File: src/rtl/shift_pkg.sv
// rtl/shift_pkg.sv - shared op and state encodings for the multicycle shift unit
package shift_pkg;

  // Command encodings on the op bus; 110/111 fall through as NOP
  localparam logic [2:0] OP_NOP  = 3'b000;
  localparam logic [2:0] OP_LOAD = 3'b001;
  localparam logic [2:0] OP_SLL  = 3'b010;
  localparam logic [2:0] OP_SRL  = 3'b011;
  localparam logic [2:0] OP_SRA  = 3'b100;
  localparam logic [2:0] OP_ROR  = 3'b101;

  typedef enum logic [1:0] {
    ST_IDLE  = 2'd0,
    ST_SHIFT = 2'd1,
    ST_DONE  = 2'd2
  } stateT;

  // Only LOAD..ROR start a command; NOP and the two spare codes are ignored
  function automatic logic isValidOp(input logic [2:0] opCode);
    return (opCode >= OP_LOAD) && (opCode <= OP_ROR);
  endfunction

endpackage

File: src/rtl/shift_step.sv
// rtl/shift_step.sv - combinational single-bit shift/rotate step
module shift_step
  import shift_pkg::*;
#(
  parameter int WIDTH = 32
) (
  input  logic [2:0]       op,
  input  logic [WIDTH-1:0] r,
  output logic [WIDTH-1:0] rNext
);

  // One-position move of the working value; unknown ops leave it untouched
  always_comb begin
    rNext = r;
    case (op)
      OP_SLL:  rNext = {r[WIDTH-2:0], 1'b0};
      OP_SRL:  rNext = {1'b0, r[WIDTH-1:1]};
      OP_SRA:  rNext = {r[WIDTH-1], r[WIDTH-1:1]};
      OP_ROR:  rNext = {r[0], r[WIDTH-1:1]};
      default: rNext = r;
    endcase
  end

endmodule

File: src/rtl/shift_unit_seq.sv
// rtl/shift_unit_seq.sv - multicycle shifter, one bit per clock under start/done handshake
module shift_unit_seq
  import shift_pkg::*;
#(
  parameter int WIDTH = 32,
  parameter int SHW   = 5
) (
  input  logic             clk,
  input  logic             reset,
  input  logic             start,
  input  logic [2:0]       op,
  input  logic [WIDTH-1:0] n_in,
  input  logic [WIDTH-1:0] data_in,
  output logic             busy,
  output logic             done,
  output logic [WIDTH-1:0] result
);

  stateT            state;
  stateT            stateNext;
  logic [SHW-1:0]   count;
  logic [2:0]       opReg;
  logic [WIDTH-1:0] stepOut;
  logic [SHW-1:0]   nEff;
  logic             accept;
  logic             unusedNin;

  // Only the low SHW bits of the mux output form the shift count
  assign nEff      = n_in[SHW-1:0];
  assign unusedNin = ^n_in[WIDTH-1:SHW];

  // A command is taken only from IDLE and only for a real op
  assign accept = (state == ST_IDLE) && start && isValidOp(op);

  shift_step #(.WIDTH(WIDTH)) uStep (
    .op    (opReg),
    .r     (result),
    .rNext (stepOut)
  );

  // State register
  always_ff @(posedge clk or posedge reset) begin
    if (reset) state <= ST_IDLE;
    else       state <= stateNext;
  end

  // Next-state: zero-count and LOAD skip straight to DONE; the step with count==1 is the last
  always_comb begin
    stateNext = state;
    case (state)
      ST_IDLE: begin
        if (accept) begin
          if ((op == OP_LOAD) || (nEff == '0)) stateNext = ST_DONE;
          else                                 stateNext = ST_SHIFT;
        end
      end
      ST_SHIFT: begin
        if (count == SHW'(1)) stateNext = ST_DONE;
      end
      ST_DONE:  stateNext = ST_IDLE;
      default:  stateNext = ST_IDLE;
    endcase
  end

  // Handshake outputs decoded from state
  always_comb begin
    busy = (state != ST_IDLE);
    done = (state == ST_DONE);
  end

  // Operand capture on accept, one step per SHIFT cycle, otherwise result holds for writeback
  always_ff @(posedge clk or posedge reset) begin
    if (reset) begin
      result <= '0;
      count  <= '0;
      opReg  <= OP_NOP;
    end else if (accept) begin
      result <= data_in;
      count  <= nEff;
      opReg  <= op;
    end else if (state == ST_SHIFT) begin
      result <= stepOut;
      count  <= count - SHW'(1);
    end
  end

endmodule
File: config.mk
export PLATFORM = sky130hd
export DESIGN_NAME = shift_unit_seq
export DESIGN_NICKNAME = d
export VERILOG_FILES = /design/src/rtl/shift_pkg.sv /design/src/rtl/shift_step.sv /design/src/rtl/shift_unit_seq.sv
export SDC_FILE = /design/constraint.sdc
export NUM_CORES = 1
export LEC_CHECK = 0
export ABC_AREA = 0
export CORE_MARGIN = 2
export CORE_UTILIZATION = 40
export CTS_CLUSTER_SIZE = 30
export DETAILED_ROUTE_END_ITERATION = 10
export GPL_TIMING_DRIVEN = 0
export PLACE_DENSITY = 0.81
export SLEW_MARGIN = 20
export SYNTH_ARGS = -nofsm -noshare
export SYNTH_HDL_FRONTEND = slang
export SYNTH_SLANG_ARGS = --single-unit
File: constraint.sdc
create_clock -name clk -period 1.45 [get_ports clk]
set_input_delay 0.29 -clock clk [delete_from_list [all_inputs] [get_ports clk]]
set_output_delay 0.29 -clock clk [all_outputs]
set_load 0.02 [all_outputs]
==> impl_metrics.tcl <==
set metrics [dict create \
    outcome "finished with violations" \
    violations "negative setup slack" \
    cts-root-buf "clkbuf_8" \
    cts_buffers 5 \
    syn_to_final_growth_pct 67.6 \
    ant_nets 0 \
    cellInternalPower_w 0.00635 \
    worstSetupEndpoint "result[16]" \
    syn_area_per_cell_um2 10.2 \
    cellLeakagePower_nw 1.88 \
    p_comb_frac 0.685 \
    grt-ovfl-total 0 \
    post_drt_wl_per_cell_um 21.4 \
    coreArea_um2 6760 \
    crit_fanout 6 \
    synth_top_area_cell "dfrtp_1" \
    crit_start "op[0]" \
    hpwl_mm 5.43 \
    clock_latency_ns 0.31 \
    pwr_density_cell_nw_per_um2 2550 \
    postCtsHoldBufs 0 \
    initial_utilization 0.412 \
    slew_headroom 0.704 \
    firstDrtPassIters 4 \
    synth_cells 274 \
    setup_tns_ns -6.59 \
    arrival_ns 1.85 \
    drt_iter0_drc 160 \
    ys.flop_type "dfrtp_1" \
    reg2regPathDepth 8 \
    synth.top_cell.area_share 0.378 \
    timing.rr.start "state[1]" \
    synth_edf_count 0 \
    synth_warnings 0 \
    hold_path.class "in2async" \
    ios 104 \
    rows 30 \
    antenna_found_initial 0 \
    ys_types 40 \
    synth_area_um2 2780 \
    diodes 0 \
    clockBufferDepth 2 \
    grt_use_total 0.249 \
    wirelength_mm 10.0 \
    r2r_end "result[6]" \
    async_flop_share 1.00 \
    crit_chain "clkdlybuf4s15_2, or3_4, and3_4, buf_12, buf_12, buf_4, a221oi_2, nor2_1" \
    drive_above_1_share 0.392 \
    skew_ns 0.00788 \
    worst_pin_slew_ns 0.442 \
    critical_path_depth 8 \
    fmaxAchievable_ghz 0.606 \
    r2r_slack_ns -0.20 \
    p_clk_frac 0.083 \
    synth_seq_area_share 0.378 \
    clock_sinks 42 \
    crit_type "in2reg" \
    endpoint_kind "flip-flop" \
    cts.clk_slew.worst_paths_ns 0.09 \
    finalSetupViolations 45 \
    grt_pass1_wl_mm 14.9 \
    drc 0 \
    pwr-share-seq 0.233 \
    fin_crit_sh 1.14 \
    power.switching_w 0.00555 \
    nFillCells 468 \
    finalHoldViolCount 0 \
    rsz0062_at_grt "yes" \
    slew_viol_final 0 \
    worst_slack_ns -0.200 \
    cp_num_buf_inv 4 \
    cts_tree "done" \
    ir_worst_vdd_uv 1090 \
    via_per_inst 6.01 \
    start_kind "input port" \
    crit_top_cell "buf_12" \
    swShare 0.466 \
    die-height_um 87.4 \
    ys_seq_elements 42 \
    synth.area.top_cells "dfrtp_1 (38%), a221oi_2 (12%), mux2i_1 (9.4%)" \
    cpMaxStageDelayCell "or3_4" \
    path_delay_family "simple AND/OR/NAND/NOR gates" \
    synth_nets 346 \
    grt_max_degree 27 \
    nets 461 \
    gp_congestion 0.889 \
    dp_slack_ns -0.629 \
    port_buffers 76 \
    grt_pass1_vias 2844 \
    vias 2824 \
    die_w_um 87.4 \
    maxCapViolations 0 \
    die_area_um2 7640 \
    cp.required_ns 1.65 \
    slowest_delay_ns 0.38 \
    layout_min_cycle_time_ns 1.65 \
    htreeDepth 2 \
]
==> area by class of cell <==
| type | count | area (um2) | share of cell area |
|---|---|---|---|
| Multi-Input combinational cell | 204 | 1890 | 0.406 |
| Timing Repair Buffer | 109 | 1150 | 0.247 |
| Sequential cell | 42 | 1060 | 0.227 |
| Buffer | 24 | 337 | 0.0722 |
| Tap cell | 80 | 100 | 0.0215 |
| Clock buffer | 6 | 72.6 | 0.0156 |
| Clock inverter | 2 | 37.5 | 0.00805 |
| Inverter | 3 | 11.3 | 0.00242 |
==> how the worst min path moves through the flow <==
stage	from	endpoint	cells past startpoint
3_3_place_gp	count[4]	count[4]	1
4_1_cts	reset	result[26]	2
2_1_floorplan	data_in[31]	result[31]	1
3_5_place_dp	count[4]	count[4]	1
5_1_grt	reset	result[1]	2
6_report	reset	result[26]	2
==> what timing repair did <==
| action | 4_1_cts | 5_1_grt |
|---|---|---|
| endpoints found under the setup margin | 76 | 50 |
| pin swaps | 39 | 25 |
| hold endpoints to repair | 0 | 0 |
| gates resized for setup | 149 | 60 |
| gates cloned | 9 | 0 |
| buffers inserted | 19 | 9 |
==> synth_stat cells (3+ instances only) <==
library cell / n
dfrtp_1: 42
nand2_1: 7
a221oi_1: 4
mux2i_1: 26
o21ai_0: 4
buf_6: 4
inv_1: 3
nor2b_1: 5
a221o_1: 3
clkbuf_1: 7
a221oi_2: 23
a21oi_1: 9
buf_2: 10
o2bb2ai_1: 26
a32oi_1: 3
a22o_1: 3
nand2b_1: 4
nor2_1: 60
==> layer usage <==
| metal | track usage | part of all wire | up-vias |
|---|---|---|---|
| li1 | - | - | 1289 |
| met4 | 0.0699 | 0.015 | 0 |
| met1 | 0.315 | 0.42 | 1416 |
| met5 | 0 | 0 | - |
| met2 | 0.433 | 0.51 | 103 |
| met3 | 0.0464 | 0.054 | 16 |
==> kinds of logic after synthesis <==
group,Yosys count,share of synthesized area
AOI/OAI and AO/OA,88,0.308
adders and majority gates,2,0.00900
muxes,26,0.0936
buffers and inverters,28,0.0688
DFF,42,0.378
and+or+nand+nor,88,0.143
==> power groups by stage <==
stage / clock, W / sequential (W) / combinational [W]
after floorplan: 0 / 0.00300 / 0.00372
after global placement: 0 / 0.00263 / 0.00588
after detailed placement: 0 / 0.00266 / 0.00605
after CTS: 0.000962 / 0.00263 / 0.00745
after global routing: 0.00104 / 0.00284 / 0.00858
final: 0.000983 / 0.00277 / 0.00815
==> flip-flops by register name (all words and copies together) (netlist names) <==
register,flops
state,2
count,5
result,32
opReg,3
==> layout by cell type, fill, tap and decap left out, drive strengths merged, types with 7 or more instances in the layout <==
master,n
dfrtp,42
a21oi,9
mux2i,26
dlygate4sd2,28
clkbuf,14
o2bb2ai,26
buf,52
nand2,7
nor2,60
a221oi,27
clkdlybuf4s50,39
==> metrics by stage <==
stage	utilization	total power [W]	hold slack [ns]	area [um2]	cells
2_1_floorplan	-	0.00673	0.407	2790	274
3_3_place_gp	0.540	0.00851	0.538	3650	430
3_5_place_dp	0.543	0.00871	0.540	3670	431
4_1_cts	0.665	0.0110	0.291	4490	467
5_1_grt	0.690	0.0125	0.320	4660	470
6_report	0.690	0.0119	0.294	4660	470
Note: power is estimated with default switching activity, not from simulation.
